==> src/rtl/apb_reg_completer.sv <==
// APB completer: register bank with programmable wait states, PSLVERR decode
// and a sticky flag for requester-side protocol violations.
module apb_reg_completer #(
    parameter int unsigned     ADDR = 32,
    parameter int unsigned     DATA = 32,
    parameter int unsigned     NREG = 8,
    parameter logic [ADDR-1:0] BASE = '0,
    parameter int unsigned     WAIT = 0,
    parameter logic [DATA-1:0] ID   = DATA'(32'hA5B0_0001)
) (
    input  logic                 pclk,
    input  logic                 preset,
    input  logic                 psel,
    input  logic                 penable,
    input  logic [2:0]           pprot,
    input  logic [ADDR-1:0]      paddr,
    input  logic                 pwrite,
    input  logic [DATA/8-1:0]    pstrb,
    input  logic [DATA-1:0]      pwdata,
    output logic [DATA-1:0]      prdata,
    output logic                 pslverr,
    output logic                 pready,
    output logic [NREG*DATA-1:0] reg_q,
    output logic                 proto_err,
    input  logic                 proto_clr
);

    localparam int unsigned   BYTES = DATA / 8;
    localparam int unsigned   ASH   = $clog2(BYTES);
    localparam int unsigned   IW    = $clog2(NREG);
    localparam logic [ADDR:0] LIMIT = {1'b0, BASE} + (ADDR+1)'(NREG * BYTES);

    localparam logic [0:0] IDLE   = 1'b0;
    localparam logic [0:0] ACCESS = 1'b1;

    logic [0:0]       state;
    logic [3:0]       cnt;
    logic [ADDR-1:0]  cap_addr;
    logic             cap_write;
    logic             cap_priv;
    logic [BYTES-1:0] cap_strb;
    logic [DATA-1:0]  cap_wdata;
    logic [DATA-1:0]  regs [NREG];

    logic [ADDR-1:0]  offset;
    logic [IW-1:0]    idx;
    logic             in_range;
    logic             aligned;
    logic             err;
    logic             setup;
    logic             stray;
    logic             abort;
    logic             complete;
    logic             unused_prot;

    assign unused_prot = ^pprot[2:1];

    // Decode runs on the captured copy only; the live bus is ignored after setup.
    always_comb begin
        offset   = cap_addr - BASE;
        idx      = IW'(offset >> ASH);
        in_range = (cap_addr >= BASE) && ({1'b0, cap_addr} < LIMIT);
        aligned  = (cap_addr & ADDR'(BYTES - 1)) == '0;
        err      = !in_range || !aligned
                   || (cap_write && idx == '0)
                   || (cap_write && !cap_priv && idx == IW'(NREG - 1));
        setup    = (state == IDLE) && psel && !penable;
        stray    = (state == IDLE) && psel && penable;
        abort    = (state == ACCESS) && !(psel && penable);
        complete = !preset && (state == ACCESS) && psel && penable && (cnt == '0);
    end

    always_comb begin
        pready  = complete;
        pslverr = complete && err;
        prdata  = '0;
        if (complete && !err && !cap_write) begin
            prdata = regs[idx];
        end
    end

    always_ff @(posedge pclk) begin
        if (setup) begin
            cap_addr  <= paddr;
            cap_write <= pwrite;
            cap_priv  <= pprot[0];
            cap_strb  <= pstrb;
            cap_wdata <= pwdata;
        end
    end

    always_ff @(posedge pclk) begin
        if (preset) begin
            state     <= IDLE;
            cnt       <= '0;
            proto_err <= 1'b0;
            for (int unsigned i = 0; i < NREG; i++) begin
                regs[i]                <= (i == 0) ? ID : '0;
                reg_q[i*DATA +: DATA]  <= (i == 0) ? ID : '0;
            end
        end else begin
            case (state)
                IDLE: begin
                    if (setup) begin
                        state <= ACCESS;
                        cnt   <= 4'(WAIT);
                    end
                end
                ACCESS: begin
                    if (abort) begin
                        state <= IDLE;
                    end else if (cnt != '0) begin
                        cnt <= cnt - 4'd1;
                    end else begin
                        state <= IDLE;
                        if (cap_write && !err) begin
                            for (int unsigned b = 0; b < BYTES; b++) begin
                                if (cap_strb[b]) begin
                                    regs[idx][b*8 +: 8] <= cap_wdata[b*8 +: 8];
                                end
                            end
                        end
                    end
                end
                default: state <= IDLE;
            endcase

            // A violation in the same cycle as proto_clr keeps the flag set.
            if (stray || abort) begin
                proto_err <= 1'b1;
            end else if (proto_clr) begin
                proto_err <= 1'b0;
            end

            for (int unsigned i = 0; i < NREG; i++) begin
                reg_q[i*DATA +: DATA] <= regs[i];
            end
        end
    end

endmodule

==> config.mk <==
export PLATFORM = sky130hd
export DESIGN_NAME = apb_reg_completer
export DESIGN_NICKNAME = d
export VERILOG_FILES = /design/src/rtl/apb_reg_completer.sv
export SDC_FILE = /design/constraint.sdc
export NUM_CORES = 1
export LEC_CHECK = 0
export BUFFER_PORTS_ARGS = -buffer_cell sky130_fd_sc_hd__buf_4
export CELL_PAD_IN_SITES_DETAIL_PLACEMENT = 1
export CELL_PAD_IN_SITES_GLOBAL_PLACEMENT = 2
export CORE_UTILIZATION = 43
export CTS_CLUSTER_DIAMETER = 40
export CTS_CLUSTER_SIZE = 20
export DETAILED_ROUTE_END_ITERATION = 16
export GPL_TIMING_DRIVEN = 0
export HOLD_SLACK_MARGIN = 0.06
export PLACE_DENSITY = 0.83
export SLEW_MARGIN = 0
export SYNTH_ARGS = -nofsm -noshare
export SYNTH_HDL_FRONTEND = slang
export SYNTH_SLANG_ARGS = --single-unit
==> constraint.sdc <==
create_clock -name pclk -period 8.28 [get_ports pclk]
set_clock_uncertainty 0.1 [all_clocks]
set_input_delay 0.414 -clock pclk [delete_from_list [all_inputs] [get_ports pclk]]
set_output_delay 0.414 -clock pclk [all_outputs]
set_load 0.1 [all_outputs]
# == Word-level counts from Yosys, hierarchy flattened ==
# Memories as Yosys holds them, arrays and structs flattened. A register that Yosys moved wholly into a read port is not among the register bits.
# Cells that the tools add are included.
# classes
muxes,45
add_sub_neg,1
mul,0
shift,0
n_div,0
n_lt_le_gt_ge,2
reduce_logical,36
bitwise,1
eq_ne,4
# op_table
cell,n
2-to-1 mux 32 bit,2
2-to-1 mux 1 bit,35
">= comparator 32 x 1 -> 1 bit, second input constant",1
zero test 32 bit,1
"< comparator 32 x 6 -> 1 bit, second input constant",1
OR reduction 32 bit,1
logical AND 1 bit,17
2-to-1 mux 4 bit,4
zero test 1 bit,8
case mux 4 bit (2 select lines),1
2-to-1 mux 3 bit,2
zero test 4 bit,1
logical OR 1 bit,4
"inequality test 2 bit, second input constant",2
nonzero test 4 bit,1
"subtractor 4 x 1 -> 4 bit, second input constant",1
"equality test 3 bit, second input constant",1
zero test 3 bit,1
AND reduction 3 bit,1
"inequality test 2 x 1 -> 1 bit, second input constant",1
case mux 1 bit (2 select lines),1
nonzero test 2 bit,1
NOT 1 bit,1
# totals
memories,1
reg_bits,76
latch_bits,0
output_inout_bits,291
ram_bits,256
mem_bits_ro,0
# memory_table
name,words,width,rd,rd_ports_with_merged_regs,write_ports,line_no,text
regs,8,32,9,9,8,43,logic [DATA-1:0] regs [NREG];

# == Longest topological paths before layout ==
# logic_depth
depth_word,16
mapped_depth,7
depth_no_buf,5

# == Worst setup path after synthesis ==
# Ideal clock, no wire load.
# synth_timing
path_type,flip-flop to output port
start,register cap_addr[31]
end,output port prdata[10]
path_stages_with_launch,6
path_slack_ps,3627
t_arrival_ps,4139
cell_sequence,edfxtp_1 -> nor4_1 -> nand4_1 -> buf_2 -> clkbuf_1 -> nor4_1
# synth_between
elab_chain_cells,10
# synth_rtl
item,line_no,text
from (decl),38,logic [ADDR-1:0] cap_addr;
from (signal assigned),84,cap_addr <= paddr;
>= comparator 32 x 1 -> 1 bit / < comparator 32 x 6 -> 1 bit (equally long branches),62,"in_range = (cap_addr >= BASE) && ({1'b0, cap_addr} < LIMIT);"
logical AND 1 bit *,62,
zero test 1 bit *,64,err = !in_range || !aligned
logical OR 1 bit *,64,
logical OR 1 bit *,65,|| (cap_write && idx == '0)
logical OR 1 bit *,66,|| (cap_write && !cap_priv && idx == IW'(NREG - 1));
zero test 1 bit *,77,if (complete && !err && !cap_write) begin
logical AND 1 bit * (2 in series),77,
2-to-1 mux 32 bit *,77,
to (decl),20,"output logic [DATA-1:0] prdata,"
# Mark *: on every way between the ends. The rest lies on a longest branch, timed or not.

# == Worst setup path after layout ==
# layout_timing
start,register cap_addr[30]
end,output port prdata[11]
# Same word-level chain as after synthesis.

==> impl_metrics.xml <==
<?xml version="1.0" encoding="UTF-8"?>
<metrics>
  <group name="routing">
    <metric name="drt_first_pass_iters" unit="">6</metric>
    <metric name="detail_route.iter0.violations" unit="">1810</metric>
    <metric name="via_cell_ratio" unit="">5.907</metric>
    <metric name="detail_route.wl_per_cell" unit="µm">28.89</metric>
    <metric name="totalWireLength" unit="mm">95.10</metric>
    <metric name="route.antenna.remaining_nets" unit="">0</metric>
    <metric name="route.detailed.drc" unit="">0</metric>
    <metric name="via_count" unit="">19450</metric>
  </group>
  <group name="critical_path">
    <metric name="timing.critical_path.to_type" unit="">primary output</metric>
    <metric name="max_stage_delay_on_crit_path" unit="ps">600</metric>
    <metric name="worstSetupPathType" unit="">reg2out</metric>
    <metric name="cpLargestDelayFamily" unit="">simple AND/OR/NAND/NOR gates</metric>
    <metric name="timing.critical_path.required" unit="ps">7770</metric>
    <metric name="worstPathCellList" unit="">nor4_1 &gt; nand4_1 &gt; buf_2 &gt; clkbuf_1 &gt; nor4_1 &gt; buf_4</metric>
    <metric name="worst_ep_arrival_time" unit="ps">3660</metric>
    <metric name="crit_buf_inv" unit="">3</metric>
    <metric name="crit_path_start_kind" unit="">register</metric>
    <metric name="worstPathMaxFanout" unit="">10</metric>
    <metric name="critical-path-top-cell-by-count" unit="">sky130_fd_sc_hd__nor4_1</metric>
    <metric name="critPathSlowestCell" unit="">sky130_fd_sc_hd__nor4_1</metric>
  </group>
  <group name="global_routing">
    <metric name="grt_antenna_before_repair" unit="">4</metric>
    <metric name="grt_overflow" unit="">0</metric>
    <metric name="wire_length_of_the_first_global_routing_pass" unit="mm">138.3</metric>
    <metric name="global_route.usage.total" unit="%">31.77</metric>
    <metric name="via_count_of_the_first_global_routing_pass" unit="">20230</metric>
    <metric name="grt_max_degree" unit="">47</metric>
  </group>
  <group name="floorplanning">
    <metric name="floorplan.die.height" unit="µm">244.0</metric>
    <metric name="rows" unit="">88</metric>
    <metric name="io_pins" unit="">368</metric>
    <metric name="dieWidth" unit="µm">244.0</metric>
    <metric name="start_util" unit="%">43.56</metric>
    <metric name="dieArea" unit="mm²">0.05953</metric>
    <metric name="core_area" unit="mm²">0.05781</metric>
  </group>
  <group name="synth">
    <metric name="synthFlopType" unit="">sky130_fd_sc_hd__edfxtp_1</metric>
    <metric name="synth.yosys.warnings" unit="">0</metric>
    <metric name="mappedNetlistArea" unit="mm²">0.02518</metric>
    <metric name="synth.distinct_cells" unit="">42</metric>
    <metric name="synth-async-reset-ratio" unit="%">0</metric>
    <metric name="mean_post_synth_cell_area" unit="µm²">13.47</metric>
    <metric name="synth_edf_count" unit="">326</metric>
    <metric name="ys_ff_latch" unit="">591</metric>
    <metric name="postSynthCellCount" unit="">1869</metric>
    <metric name="yosysSeqAreaShare" unit="%">59.95</metric>
  </group>
  <group name="clock_network">
    <metric name="ctsLongestPathBuffers" unit="">3</metric>
    <metric name="htreeDepth" unit="">3</metric>
    <metric name="cts_tree" unit="">done</metric>
    <metric name="clk_pin_slew_worst_paths" unit="ps">60</metric>
    <metric name="cts_root_buffer" unit="">sky130_fd_sc_hd__clkbuf_16</metric>
    <metric name="clk-insertion-delay-late" unit="ps">630</metric>
    <metric name="numCtsBuffers" unit="">88</metric>
    <metric name="cts.repair.resized" unit="">0</metric>
    <metric name="post_cts_buffers" unit="">0</metric>
    <metric name="tritoncts_num_sinks" unit="">591</metric>
  </group>
  <group name="power_and_ir_drop">
    <metric name="combPwrFrac" unit="%">13.0</metric>
    <metric name="power_per_cell_area" unit="mW/mm²">251.4</metric>
    <metric name="power.total" unit="mW">8.373</metric>
    <metric name="power.net_switching" unit="mW">2.435</metric>
    <metric name="power.share.switching" unit="%">29.09</metric>
    <metric name="internal_power" unit="mW">5.937</metric>
    <metric name="power_frac_clock" unit="%">47.1</metric>
    <metric name="seq_power_share" unit="%">39.9</metric>
    <metric name="power.ir.vdd_worst" unit="mV">0.1984</metric>
    <metric name="leakage" unit="nW">11.55</metric>
  </group>
  <group name="sta">
    <metric name="timing.setup.tns" unit="ps">0</metric>
    <metric name="min_period" unit="ps">4170</metric>
    <metric name="report.final.hold_viol_count" unit="">0</metric>
    <metric name="final.period_utilization" unit="%">50.37</metric>
    <metric name="worstMarginPinSlew" unit="ps">1047</metric>
    <metric name="setup-violations-final" unit="">0</metric>
    <metric name="hold_slack" unit="ps">276.0</metric>
    <metric name="drv_slew" unit="">0</metric>
    <metric name="postLayoutSetupSlackWorst" unit="ps">4110</metric>
    <metric name="clock.fmax" unit="GHz">0.2398</metric>
    <metric name="rsz0062_at_grt" unit="">no</metric>
    <metric name="relSlewSlack" unit="%">29.47</metric>
  </group>
  <group name="placed_design">
    <metric name="instance_count_after_placement_with_tap_cells_included" unit="">3053</metric>
    <metric name="port-buffer-count" unit="">365</metric>
    <metric name="gp_congestion" unit="">0.9705</metric>
    <metric name="placed_instance_area" unit="mm²">0.02938</metric>
    <metric name="dp_hpwl" unit="mm">70.77</metric>
    <metric name="pre_cts_ws" unit="ps">4697</metric>
  </group>
  <group name="cells_and_area">
    <metric name="area_growth_syn_to_fin" unit="%">32.24</metric>
    <metric name="layout-drive-gt1-share" unit="%">38.48</metric>
    <metric name="instances_no_fill" unit="">3292</metric>
    <metric name="layout.cell_area.non_filler" unit="mm²">0.03330</metric>
    <metric name="fin_util" unit="%">57.61</metric>
    <metric name="finish.net_count" unit="">2529</metric>
  </group>
  <group name="min_path">
    <metric name="worstHoldPathType" unit="">in2reg</metric>
  </group>
  <group name="run_status">
    <metric name="status" unit="">finished clean</metric>
  </group>
  <group name="run">
    <metric name="cap_violations" unit="">0</metric>
  </group>
</metrics>
-- Yosys cell counts, types with 5 or more instances --
library cell | instances | share of area (%)
sky130_fd_sc_hd__buf_4 | 5 | 0.15
sky130_fd_sc_hd__nand2_1 | 10 | 0.15
sky130_fd_sc_hd__mux4_2 | 64 | 5.7
sky130_fd_sc_hd__edfxtp_1 | 326 | 39
sky130_fd_sc_hd__and4b_1 | 10 | 0.40
sky130_fd_sc_hd__inv_1 | 5 | 0.075
sky130_fd_sc_hd__nor4_2 | 210 | 10
sky130_fd_sc_hd__nor2b_1 | 249 | 6.2
sky130_fd_sc_hd__a21oi_1 | 5 | 0.099
sky130_fd_sc_hd__and3_1 | 33 | 0.82
sky130_fd_sc_hd__dfxtp_1 | 265 | 21
sky130_fd_sc_hd__buf_2 | 102 | 2.0
sky130_fd_sc_hd__nand4b_1 | 12 | 0.42
sky130_fd_sc_hd__clkbuf_1 | 158 | 2.4
sky130_fd_sc_hd__or2_2 | 8 | 0.20
sky130_fd_sc_hd__o41ai_1 | 28 | 0.97
sky130_fd_sc_hd__nor4_1 | 52 | 1.3
sky130_fd_sc_hd__mux2i_1 | 32 | 1.3
sky130_fd_sc_hd__buf_1 | 12 | 0.18
sky130_fd_sc_hd__nand4_1 | 242 | 6.0
-- layer usage --
metal  part of all wire, %  global-route usage (%)  vias up
li1                      -                       -     8380
met1                    42                   42.68     9994
met2                    48                   52.03      890
met3                   6.9                   6.025      178
met4                   3.0                   9.761        4
met5                 0.019                       0        -
-- area by class of cell --
class / instances / area (µm²)
Antenna cell: 1 / 2.502
Timing Repair Buffer: 462 / 3661
Clock buffer: 103 / 2437
Clock inverter: 62 / 738.2
Inverter: 5 / 18.77
Tap cell: 765 / 957.2
Sequential cell: 591 / 15090
Fill cell: 5687 / 24510
Multi-Input combinational cell: 1025 / 9199
Buffer: 278 / 1191
-- sequential cells by signal, summed over array words and instances (netlist names), named ones only --
register	flops
state	1
proto_err	1
cap_wdata	32
cnt	4
reg_q	256
regs	256
cap_write	1
cap_priv	1
cap_strb	4
cap_addr	32
-- worst register-to-register path, cell delays in order, from the launching register on --
cell and delay (ps):
sky130_fd_sc_hd__edfxtp_1 500, sky130_fd_sc_hd__clkbuf_1 480, sky130_fd_sc_hd__clkbuf_1 420, sky130_fd_sc_hd__nor4bb_1 470, sky130_fd_sc_hd__nand4_1 170, sky130_fd_sc_hd__o41ai_2 870
-- cells in the final DEF, fill, tap and decap left out, types with 5 or more instances in the layout --
| cell | instances |
|---|---|
| sky130_fd_sc_hd__and3_1 | 33 |
| sky130_fd_sc_hd__clkinv_8 | 6 |
| sky130_fd_sc_hd__or2_2 | 8 |
| sky130_fd_sc_hd__nand4b_1 | 12 |
| sky130_fd_sc_hd__nor4_1 | 52 |
| sky130_fd_sc_hd__and4b_1 | 10 |
| sky130_fd_sc_hd__nor2b_1 | 249 |
| sky130_fd_sc_hd__conb_1 | 32 |
| sky130_fd_sc_hd__nand2_1 | 10 |
| sky130_fd_sc_hd__clkbuf_16 | 95 |
| sky130_fd_sc_hd__mux4_2 | 64 |
| sky130_fd_sc_hd__clkbuf_1 | 163 |
| sky130_fd_sc_hd__buf_1 | 12 |
| sky130_fd_sc_hd__a21oi_1 | 5 |
| sky130_fd_sc_hd__nor4_2 | 210 |
| sky130_fd_sc_hd__dlygate4sd3_1 | 73 |
| sky130_fd_sc_hd__clkinvlp_4 | 7 |
| sky130_fd_sc_hd__nand4_1 | 242 |
| sky130_fd_sc_hd__clkinv_4 | 7 |
| sky130_fd_sc_hd__mux2i_1 | 32 |
| sky130_fd_sc_hd__edfxtp_1 | 326 |
| sky130_fd_sc_hd__o41ai_2 | 28 |
| sky130_fd_sc_hd__inv_8 | 15 |
| sky130_fd_sc_hd__buf_4 | 392 |
| sky130_fd_sc_hd__buf_2 | 103 |
| sky130_fd_sc_hd__dfxtp_1 | 265 |
| sky130_fd_sc_hd__inv_6 | 13 |
| sky130_fd_sc_hd__bufinv_16 | 7 |
-- cell families after synthesis --
group                    count (synthesis)  share of synthesized area [%]
AO/OA/AOI/OAI                           41                          1.287
adder cells (fa/ha/maj)                  1                        0.04968
buffers and inverters                  283                          4.805
other                                    2                        0.02982
flip-flops                             591                          59.95
AND/OR/NAND/NOR                        855                          26.89
multiplexers                            96                          6.996
-- path summary, 6_finish.rpt --
check	startpoint	to	slack (ps)	depth (start not counted)
hold / removal	preset	reg_q[79]	280	3
hold reg to reg	regs[0][26]	reg_q[26]	370	1
setup / recovery	cap_addr[30]	prdata[11]	4110	6
setup reg to reg	cap_write	regs[1][0]	4870	5
-- what timing repair did --
action,in CTS,in global routing
endpoints found under the hold margin,74,0
hold buffers,73,0
endpoints found under the setup margin,0,0
-- power by group through the flow --
stage / combinational (mW) / clock, mW / sequential (mW)
after floorplan: 0.254 / 0 / 3.85
after global placement: 1.03 / 0 / 3.40
after detailed placement: 1.05 / 0 / 3.40
after CTS: 1.08 / 3.97 / 3.34
after global routing: 1.12 / 4.10 / 3.35
final: 1.09 / 3.94 / 3.34
Note: power is estimated with default switching activity, not from simulation.
